### src/rtl/register_file_mp_pkg.sv
// Shared register-file constants and types for decode, register file and writeback.
package riscv_rf_pkg;
  localparam int unsigned ADDRSIZE_DEF = 5;
  localparam int unsigned WORDSIZE_DEF = 32;
  localparam int unsigned NREAD_DEF    = 2;
  localparam int unsigned ZERO_REG     = 0;

  typedef logic [ADDRSIZE_DEF-1:0] reg_addr_t;
  typedef logic [WORDSIZE_DEF-1:0] reg_word_t;
endpackage

### src/rtl/register_file_mp_if.sv
// Register-file bus: writeback port, read ports and issue-time reservation.
interface register_file_mp_if
  import riscv_rf_pkg::*;
#(
  parameter int unsigned ADDRSIZE = ADDRSIZE_DEF,
  parameter int unsigned WORDSIZE = WORDSIZE_DEF,
  parameter int unsigned NREAD    = NREAD_DEF
);
  logic                      regwr;
  logic [ADDRSIZE-1:0]       rd;
  logic [WORDSIZE-1:0]       rddata;
  logic [NREAD*ADDRSIZE-1:0] rs;
  logic [NREAD*WORDSIZE-1:0] rsdata;
  logic [NREAD-1:0]          rsbusy;
  logic                      iss_valid;
  logic [ADDRSIZE-1:0]       iss_rd;
  logic                      iss_ready;

  modport master (
    output regwr, rd, rddata, rs, iss_valid, iss_rd,
    input  rsdata, rsbusy, iss_ready
  );

  modport slave (
    input  regwr, rd, rddata, rs, iss_valid, iss_rd,
    output rsdata, rsbusy, iss_ready
  );
endinterface

### src/rtl/register_file_mp_rf_scoreboard.sv
// Pending-write scoreboard: busy bit per register, set at issue, cleared at writeback.
// RF_BYPASS_EN: a same-cycle writeback hides the busy bit it is about to clear.
module rf_scoreboard
  import riscv_rf_pkg::*;
#(
  parameter int unsigned ADDRSIZE = ADDRSIZE_DEF,
  parameter int unsigned NREAD    = NREAD_DEF
) (
  input  logic                      clk,
  input  logic                      rst_n,
  input  logic                      iss_valid,
  input  logic [ADDRSIZE-1:0]       iss_rd,
  input  logic                      clr_en,
  input  logic [ADDRSIZE-1:0]       clr_addr,
  input  logic [NREAD*ADDRSIZE-1:0] rs,
  output logic [NREAD-1:0]          rs_busy_c,
  output logic                      iss_ready_c
);
  localparam int unsigned DEPTH = 32'(1) << ADDRSIZE;

  logic [DEPTH-1:0]    busy_q, busy_d;
  logic                set_c;
  logic                fwd_iss_c;
  logic [ADDRSIZE-1:0] rs_addr;

`ifdef RF_BYPASS_EN
  assign fwd_iss_c = clr_en && (clr_addr == iss_rd);
`else
  assign fwd_iss_c = 1'b0;
`endif

  assign iss_ready_c = !busy_q[iss_rd] || (iss_rd == ADDRSIZE'(ZERO_REG)) || fwd_iss_c;
  assign set_c       = iss_valid && iss_ready_c && (iss_rd != ADDRSIZE'(ZERO_REG));

  // Set is applied after clear so a new producer wins over a retiring one.
  always_comb begin
    busy_d = busy_q;
    if (clr_en) busy_d[clr_addr] = 1'b0;
    if (set_c)  busy_d[iss_rd]   = 1'b1;
    busy_d[0] = 1'b0;
  end

  always_ff @(posedge clk) begin
    if (!rst_n) busy_q <= '0;
    else        busy_q <= busy_d;
  end

  always_comb begin
    rs_busy_c = '0;
    rs_addr   = '0;
    for (int unsigned i = 0; i < NREAD; i++) begin
      rs_addr      = rs[i*ADDRSIZE +: ADDRSIZE];
      rs_busy_c[i] = busy_q[rs_addr];
`ifdef RF_BYPASS_EN
      if (clr_en && (rs_addr == clr_addr)) rs_busy_c[i] = 1'b0;
`endif
    end
  end
endmodule

### src/rtl/register_file_mp.sv
// Multi-read-port RISC-V integer register file with r0 hardwired to zero and a
// pending-write scoreboard. RF_BYPASS_EN enables write-through forwarding to reads.
module register_file_mp
  import riscv_rf_pkg::*;
#(
  parameter int unsigned ADDRSIZE = ADDRSIZE_DEF,
  parameter int unsigned WORDSIZE = WORDSIZE_DEF,
  parameter int unsigned NREAD    = NREAD_DEF
) (
  input  logic               clk,
  input  logic               rst_n,
  register_file_mp_if.slave  bus
);
  localparam int unsigned DEPTH = 32'(1) << ADDRSIZE;

  logic [WORDSIZE-1:0]       mem_q [DEPTH];
  logic [WORDSIZE-1:0]       mem_d [DEPTH];
  logic                      wr_en_c;
  logic [NREAD*WORDSIZE-1:0] rsdata_c;
  logic [NREAD-1:0]          rsbusy_c;
  logic                      iss_ready_c;
  logic [ADDRSIZE-1:0]       rs_addr;

  assign wr_en_c = bus.regwr && (bus.rd != ADDRSIZE'(ZERO_REG));

  always_comb begin
    mem_d = mem_q;
    if (wr_en_c) mem_d[bus.rd] = bus.rddata;
    mem_d[0] = '0;
  end

  always_ff @(posedge clk) begin
    if (!rst_n) mem_q <= '{default: '0};
    else        mem_q <= mem_d;
  end

  // Asynchronous read muxes; r0 storage never leaves zero.
  always_comb begin
    rsdata_c = '0;
    rs_addr  = '0;
    for (int unsigned i = 0; i < NREAD; i++) begin
      rs_addr = bus.rs[i*ADDRSIZE +: ADDRSIZE];
      rsdata_c[i*WORDSIZE +: WORDSIZE] = mem_q[rs_addr];
`ifdef RF_BYPASS_EN
      if (wr_en_c && (rs_addr == bus.rd)) rsdata_c[i*WORDSIZE +: WORDSIZE] = bus.rddata;
`endif
    end
  end

  rf_scoreboard #(
    .ADDRSIZE (ADDRSIZE),
    .NREAD    (NREAD)
  ) u_scoreboard (
    .clk         (clk),
    .rst_n       (rst_n),
    .iss_valid   (bus.iss_valid),
    .iss_rd      (bus.iss_rd),
    .clr_en      (wr_en_c),
    .clr_addr    (bus.rd),
    .rs          (bus.rs),
    .rs_busy_c   (rsbusy_c),
    .iss_ready_c (iss_ready_c)
  );

  assign bus.rsdata    = rsdata_c;
  assign bus.rsbusy    = rsbusy_c;
  assign bus.iss_ready = iss_ready_c;
endmodule
### src/flat_wrapper.sv
// flat-port wrapper written by rule: the top's interface ports become plain ports
module register_file_mp_flat import riscv_rf_pkg::*;
#(
  parameter int unsigned ADDRSIZE = ADDRSIZE_DEF,
  parameter int unsigned WORDSIZE = WORDSIZE_DEF,
  parameter int unsigned NREAD    = NREAD_DEF
)
  (clk, rst_n, bus_regwr, bus_rd, bus_rddata, bus_rs, bus_iss_valid, bus_iss_rd, bus_rsdata, bus_rsbusy, bus_iss_ready);
  register_file_mp_if #(.ADDRSIZE(ADDRSIZE), .WORDSIZE(WORDSIZE), .NREAD(NREAD)) bus_i ();
  input  logic clk;
  input  logic rst_n;
  input wire logic [$bits(bus_i.regwr)-1:0] bus_regwr;
  input wire logic [$bits(bus_i.rd)-1:0] bus_rd;
  input wire logic [$bits(bus_i.rddata)-1:0] bus_rddata;
  input wire logic [$bits(bus_i.rs)-1:0] bus_rs;
  input wire logic [$bits(bus_i.iss_valid)-1:0] bus_iss_valid;
  input wire logic [$bits(bus_i.iss_rd)-1:0] bus_iss_rd;
  output wire logic [$bits(bus_i.rsdata)-1:0] bus_rsdata;
  output wire logic [$bits(bus_i.rsbusy)-1:0] bus_rsbusy;
  output wire logic [$bits(bus_i.iss_ready)-1:0] bus_iss_ready;
  assign bus_i.regwr = bus_regwr;
  assign bus_i.rd = bus_rd;
  assign bus_i.rddata = bus_rddata;
  assign bus_i.rs = bus_rs;
  assign bus_i.iss_valid = bus_iss_valid;
  assign bus_i.iss_rd = bus_iss_rd;
  assign bus_rsdata = bus_i.rsdata;
  assign bus_rsbusy = bus_i.rsbusy;
  assign bus_iss_ready = bus_i.iss_ready;
  register_file_mp #(.ADDRSIZE(ADDRSIZE), .WORDSIZE(WORDSIZE), .NREAD(NREAD)) u_core (.clk(clk), .rst_n(rst_n), .bus(bus_i));
endmodule
### config.mk
export PLATFORM = sky130hd
export DESIGN_NAME = register_file_mp_flat
export DESIGN_NICKNAME = d
export VERILOG_FILES = /design/src/rtl/register_file_mp_pkg.sv /design/src/rtl/register_file_mp_if.sv /design/src/rtl/register_file_mp_rf_scoreboard.sv /design/src/rtl/register_file_mp.sv /design/src/flat_wrapper.sv
export SDC_FILE = /design/constraint.sdc
export NUM_CORES = 2
export LEC_CHECK = 0
export CORE_ASPECT_RATIO = 0.9
export CORE_MARGIN = 2
export CORE_UTILIZATION = 40
export DETAILED_ROUTE_END_ITERATION = 6
export GPL_TIMING_DRIVEN = 0
export HOLD_SLACK_MARGIN = 0.06
export PLACE_DENSITY_LB_ADDON = 0.12
export SYNTH_ARGS = -nofsm -noshare
export SYNTH_HDL_FRONTEND = slang
export SYNTH_SLANG_ARGS = --single-unit
### constraint.sdc
create_clock -name clk -period 3.8 [get_ports clk]
set_input_delay 0.76 -clock clk [delete_from_list [all_inputs] [get_ports clk]]
set_output_delay 0.76 -clock clk [all_outputs]
set_load 0.05 [all_outputs]
Word-level counts from Yosys, hierarchy flattened:

Index checks and enable logic that the tools add are counted.

* bitwise operators: 6
* muxes and demuxes: 21
* magnitude comparators: 10
* add/subtract/negate cells: 0
* multiply operators: 0
* shift operators: 0
* divide/modulo/power cells: 0
* reduce and logical (&&, ||, !) cells: 11
* eq/ne operators: 0

Operator list (count)
* bitwise mux 1024 bit: 1
* binary-select mux 32 bit (select 5 bit): 2
* two-way mux 32 bit: 7
* demux 32 bit (select 5 bit): 1
* bitwise AND 32 bit: 1
* inverter 32 bit: 1
* bitwise OR 32 bit: 1
* < comparator 5 x 6 -> 1 bit, second input constant: 4
* >= comparator 6 bit, second input constant: 3
* inverter 5 -> 6 bit: 3
* binary-select mux 1 bit (select 5 bit): 3
* demux 1 bit (select 5 bit): 2
* >= comparator 5 x 1 -> 1 bit, second input constant: 2
* nonzero test 5 bit: 2
* logical AND 1 bit: 6
* < comparator 6 x 1 -> 1 bit, second input constant: 1
* logical NOT 5 bit: 1
* two-way mux 1 bit: 5
* logical NOT 1 bit: 1
* logical OR 1 bit: 1

* word-level logic and storage cells: 81
* memories: 0
* bits in writable memories: 0
* bits in read-only memories: 0
* bits in latches: 0
* bits in registers: 1024

Longest topological paths before layout:

* depth after elaboration: 9
* mapped depth: 9

Hierarchy:

A second synthesis with hierarchy kept.

* cells, all modules: 6815
* area total of the unflattened synthesis: 56852.0 µm²

Modules (own cells, without submodules)
* register_file_mp: cells each 6581, area each 54488.5 µm², times used 1
* rf_scoreboard: cells each 234, area each 2363.5 µm², times used 1

Worst setup path after synthesis:

OpenSTA, ideal clock, no wires.

* kind: input-to-output
* start point: in bus_rs[5]
* end point: out bus_rsdata[53]
* stages: 9
* slack: 0.314 ns
* data arrival time: 2.726 ns
* path through: buf_2 > buf_6 > buf_4 > buf_4 > buf_2 > mux2i_1 > o22ai_1 > o31ai_1 > o21ai_1

* word-level cells in the longest chain between the ends: 4

RTL lines
* start: declaration: RTL line flat_wrapper.sv:15 `input wire logic [$bits(bus_i.rs)-1:0] bus_rs;`
* inverter 5 -> 6 bit (not written as such): RTL line register_file_mp.sv:43 `rsdata_c[i*WORDSIZE +: WORDSIZE] = mem_q[rs_addr];`
* binary-select mux 32 bit (select 5 bit): RTL line register_file_mp.sv:43
* two-way mux 32 bit (not written as such) (2 in a row): RTL line register_file_mp.sv:43
* end: declaration: RTL line flat_wrapper.sv:18 `output wire logic [$bits(bus_i.rsdata)-1:0] bus_rsdata;`

No other way between the ends. The select of a mux whose other input is x is not followed.

Worst setup path after layout:

* start point: in bus_rs[3]
* end point: out bus_rsdata[18]

The elaborated chain is that of the path after synthesis.

==> flow_metrics.env <==
export IMPL_hold_viol_final=0
export IMPL_post_synth_main_area_contributors="sky130_fd_sc_hd__dfxtp_1 (37%), sky130_fd_sc_hd__mux4_2 (19%), sky130_fd_sc_hd__nand2_1 (14%)"
export IMPL_grt_overflow_total=0
export IMPL_cell_area_after_synthesis_um2=54700
export IMPL_ys_types=40
export IMPL_postLayoutCoreUtil=0.468
export IMPL_first_pass_grt_wire_length_mm=339
export IMPL_route_detailed_wl_per_inst_um=29.7
export IMPL_fin_skew_ps=10.0
export IMPL_worst_skew_pair_latency_ps=760
export IMPL_core_um2=135000
export IMPL_initial_utilization=0.404
export IMPL_power_switching_share=0.274
export IMPL_floorplan_die_width_um=394
export IMPL_place_gp_congestion=0.972
export IMPL_cts_reportedPaths_clkPinSlew_ps=60
export IMPL_tightest_pin_transition_ps=1390
export IMPL_maxCapViolations=0
export IMPL_hpwl_mm=185
export IMPL_finalInstanceArea_um2=63500
export IMPL_placed_cell_area_um2=58100
export IMPL_synth_top_area_cell="sky130_fd_sc_hd__dfxtp_1"
export IMPL_average_size_of_a_mapped_cell_um2=9.21
export IMPL_yosys_area_top_type_share=0.374
export IMPL_combPwrFrac=0.109
export IMPL_clock_tree_root_driver_cell="sky130_fd_sc_hd__clkbuf_16"
export IMPL_number_of_synthesized_register_bits=1023
export IMPL_post_route_drc_count=0
export IMPL_total_nets_after_synthesis=5998
export IMPL_io_pin_count=123
export IMPL_timing_final_max_slew_violations=0
export IMPL_clock_fmax_ghz=0.253
export IMPL_route_detailed_vias_per_inst=6.10
export IMPL_route_vias_total=49400
export IMPL_p_per_area_nw_per_um2=399
export IMPL_timing_final_ws_setup_ps=-152
export IMPL_grtUsageTotal=0.336
export IMPL_failed_checks="setup timing"
export IMPL_syn_to_final_growth_pct=16.0
export IMPL_finalNetCount=6227
export IMPL_holdBufCountCts=0
export IMPL_drt_first_pass_iters=5
export IMPL_sequential_power_share=0.429
export IMPL_cts_htree_levels=3
export IMPL_die_area_um2=140000
export IMPL_min_period_ps=3950
export IMPL_postRouteWirelength_mm=240
export IMPL_cp_start_kind="primary input"
export IMPL_grt_max_degree=17
export IMPL_end_kind="output port"
export IMPL_top_flip_flop_cell_by_instance_count_after_synthesis="sky130_fd_sc_hd__dfxtp_1"
export IMPL_path_class="in2out"
export IMPL_timing_final_setup_violations=51
export IMPL_worst_r2r_cell_count=6
export IMPL_num_fill_cells=13300
export IMPL_tritoncts="done"
export IMPL_clock_power_share=0.462
export IMPL_ir_worst_vdd_v=0.000346
export IMPL_cp_max_fo=10
export IMPL_power_net_switching_w=0.00695
export IMPL_postSynth_asyncResetShare=0
export IMPL_clkSinkCount=1023
export IMPL_min_delay_path_class="reg2reg"
export IMPL_layout_worst_path_cycle_share=1.04
export IMPL_status="finished with violations"
export IMPL_drive_above_1_share=0.179
export IMPL_synthesized_netlist_cell_count=5942
export IMPL_yosys_warnings=0
export IMPL_max_slew_margin_rel=0.0689
export IMPL_cts_buffers=115
export IMPL_num_rows=128
export IMPL_worst_endpoint_required_ps=3040
export IMPL_timing_critical_path_arrival_ps=3190
export IMPL_numPortBuffers=110
export IMPL_synth_edff_count=0
export IMPL_timing_hold_worst_path_depth=2
export IMPL_power_static_leakage_nw=21.0
export IMPL_starting_drt_drc_count=6175
export IMPL_vias_in_the_first_global_route=46400
export IMPL_grt_setup_unrepaired="yes"
export IMPL_maximum_buffer_depth_of_the_clock_tree=3
export IMPL_ant_nets=0
export IMPL_floorplan_die_height_um=355
export IMPL_seq_total_area_yosys=0.374
export IMPL_internal_power_w=0.0184
export IMPL_initial_antenna_violation_count=11
-- worst max-delay path, cell delays in order --
cell,delay [ps]
sky130_fd_sc_hd__clkbuf_2,530
sky130_fd_sc_hd__and2_1,220
sky130_fd_sc_hd__buf_1,430
sky130_fd_sc_hd__clkbuf_2,550
sky130_fd_sc_hd__a22oi_1,200
sky130_fd_sc_hd__o21a_2,240
sky130_fd_sc_hd__clkbuf_4,230
-- logic make-up after synthesis --
logic type	count (synthesis)	share of synthesized area
AO/OA/AOI/OAI	1294	0.175
AND/OR/NAND/NOR	2284	0.160
multiplexers	735	0.245
flip-flops	1023	0.374
buffers and inverters	606	0.0459
-- what timing repair did --
| action | 4_1_cts | 5_1_grt |
|---|---|---|
| pin swaps | 15 | 8 |
| buffers inserted | 2 | 0 |
| gates resized for setup | 813 | 74 |
| cloned | 1 | 0 |
| setup endpoints to repair | 67 | 55 |
-- Yosys cell counts (4+ instances only) --
cell type	instances
sky130_fd_sc_hd__mux4_2	468
sky130_fd_sc_hd__o21a_1	33
sky130_fd_sc_hd__dfxtp_1	1023
sky130_fd_sc_hd__a32o_1	7
sky130_fd_sc_hd__a22oi_1	100
sky130_fd_sc_hd__nor2b_1	11
sky130_fd_sc_hd__nor3b_1	4
sky130_fd_sc_hd__nand2b_1	7
sky130_fd_sc_hd__clkbuf_1	476
sky130_fd_sc_hd__nand3_1	67
sky130_fd_sc_hd__a21boi_1	907
sky130_fd_sc_hd__a21boi_0	86
sky130_fd_sc_hd__o31ai_1	36
sky130_fd_sc_hd__nand2_1	2105
sky130_fd_sc_hd__o22ai_1	33
sky130_fd_sc_hd__mux2_2	116
sky130_fd_sc_hd__mux2i_1	133
sky130_fd_sc_hd__buf_2	77
sky130_fd_sc_hd__buf_1	25
sky130_fd_sc_hd__a22o_1	33
sky130_fd_sc_hd__buf_6	10
sky130_fd_sc_hd__nor2_1	75
sky130_fd_sc_hd__mux2_1	18
sky130_fd_sc_hd__buf_4	17
sky130_fd_sc_hd__o21ai_1	55
-- metrics by stage --
step / setup slack [ps] / power (W) / instances / hold slack [ps] / TNS (ps)
after floorplan: 314 / 0.0125 / 5942 / 441 / 0
after CTS: 0.283 / 0.0253 / 8081 / 463 / 0
after global routing: -38.9 / 0.0258 / 8081 / 476 / -172
after detailed placement: -2450 / 0.0136 / 7872 / 455 / -131780
after global placement: -2410 / 0.0136 / 7872 / 447 / -130390
final: -152 / 0.0253 / 8096 / 463 / -3210
-- cells in the final DEF (no fill, tap or decap), types with 16 or more instances in the layout --
cell type / netlist / layout
sky130_fd_sc_hd__nand3_1: 67 / 67
sky130_fd_sc_hd__a22oi_2: 0 / 20
sky130_fd_sc_hd__clkdlybuf4s50_1: 0 / 37
sky130_fd_sc_hd__mux2i_1: 133 / 132
sky130_fd_sc_hd__clkbuf_1: 476 / 445
sky130_fd_sc_hd__clkbuf_8: 0 / 34
sky130_fd_sc_hd__clkbuf_4: 0 / 27
sky130_fd_sc_hd__o22ai_2: 0 / 18
sky130_fd_sc_hd__a22o_1: 33 / 33
sky130_fd_sc_hd__buf_2: 77 / 41
sky130_fd_sc_hd__buf_6: 10 / 42
sky130_fd_sc_hd__nand2_1: 2105 / 2104
sky130_fd_sc_hd__nor2_1: 75 / 74
sky130_fd_sc_hd__buf_12: 0 / 21
sky130_fd_sc_hd__clkbuf_16: 0 / 115
sky130_fd_sc_hd__mux4_2: 468 / 468
sky130_fd_sc_hd__buf_8: 0 / 24
sky130_fd_sc_hd__a22oi_1: 100 / 80
sky130_fd_sc_hd__mux2_2: 116 / 116
sky130_fd_sc_hd__o21a_1: 33 / 27
sky130_fd_sc_hd__o21ai_1: 55 / 34
sky130_fd_sc_hd__a21boi_0: 86 / 86
sky130_fd_sc_hd__dfxtp_1: 1023 / 1023
sky130_fd_sc_hd__o31ai_4: 0 / 16
sky130_fd_sc_hd__clkbuf_2: 0 / 26
sky130_fd_sc_hd__clkinv_2: 0 / 17
sky130_fd_sc_hd__mux2_1: 18 / 18
sky130_fd_sc_hd__a21boi_1: 907 / 907
sky130_fd_sc_hd__buf_4: 17 / 61
-- area by class of cell --
class	count	area, µm²	area share
Sequential cell	1023	20500	0.323
Timing Repair Buffer	113	952	0.0150
Antenna cell	15	37.5	0.000592
Buffer	604	3440	0.0543
Multi-Input combinational cell	4313	32400	0.511
Inverter	1	3.75	0.0000592
Clock inverter	34	458	0.00722
Tap cell	1820	2280	0.0359
Clock buffer	173	3400	0.0535
-- sequential cells by signal, summed over array words and instances, names as in the netlist --
register                    cells
u_core.mem_q                  992
u_core.u_scoreboard.busy_q     31
-- path summary, 6_finish.rpt --
kind / from / end / slack, ps
max: bus_rs[3] / bus_rsdata[18] / -150
min: u_core.mem_q[811] / u_core.mem_q[811] / 460
max reg2reg: u_core.u_scoreboard.busy_q[27] / u_core.u_scoreboard.busy_q[13] / 1790
min reg2reg: u_core.mem_q[811] / u_core.mem_q[811] / 460
-- power groups by stage --
stage	Combinational (W)	Clock [W]	Sequential, W
after floorplan	0.00146	0	0.0111
after global placement	0.00251	0	0.0111
after detailed placement	0.00252	0	0.0111
after CTS	0.00266	0.0117	0.0109
after global routing	0.00282	0.0121	0.0109
final	0.00276	0.0117	0.0109
-- metal layers --
metal | wire length [µm] | global-route usage | share of wire
met5 | 230 | 0.00910 | 0.00096
met4 | 10500 | 0.132 | 0.044
met3 | 25100 | 0.0873 | 0.10
met2 | 99600 | 0.482 | 0.41
met1 | 105000 | 0.479 | 0.44
Note: power is estimated with default switching activity, not from simulation.
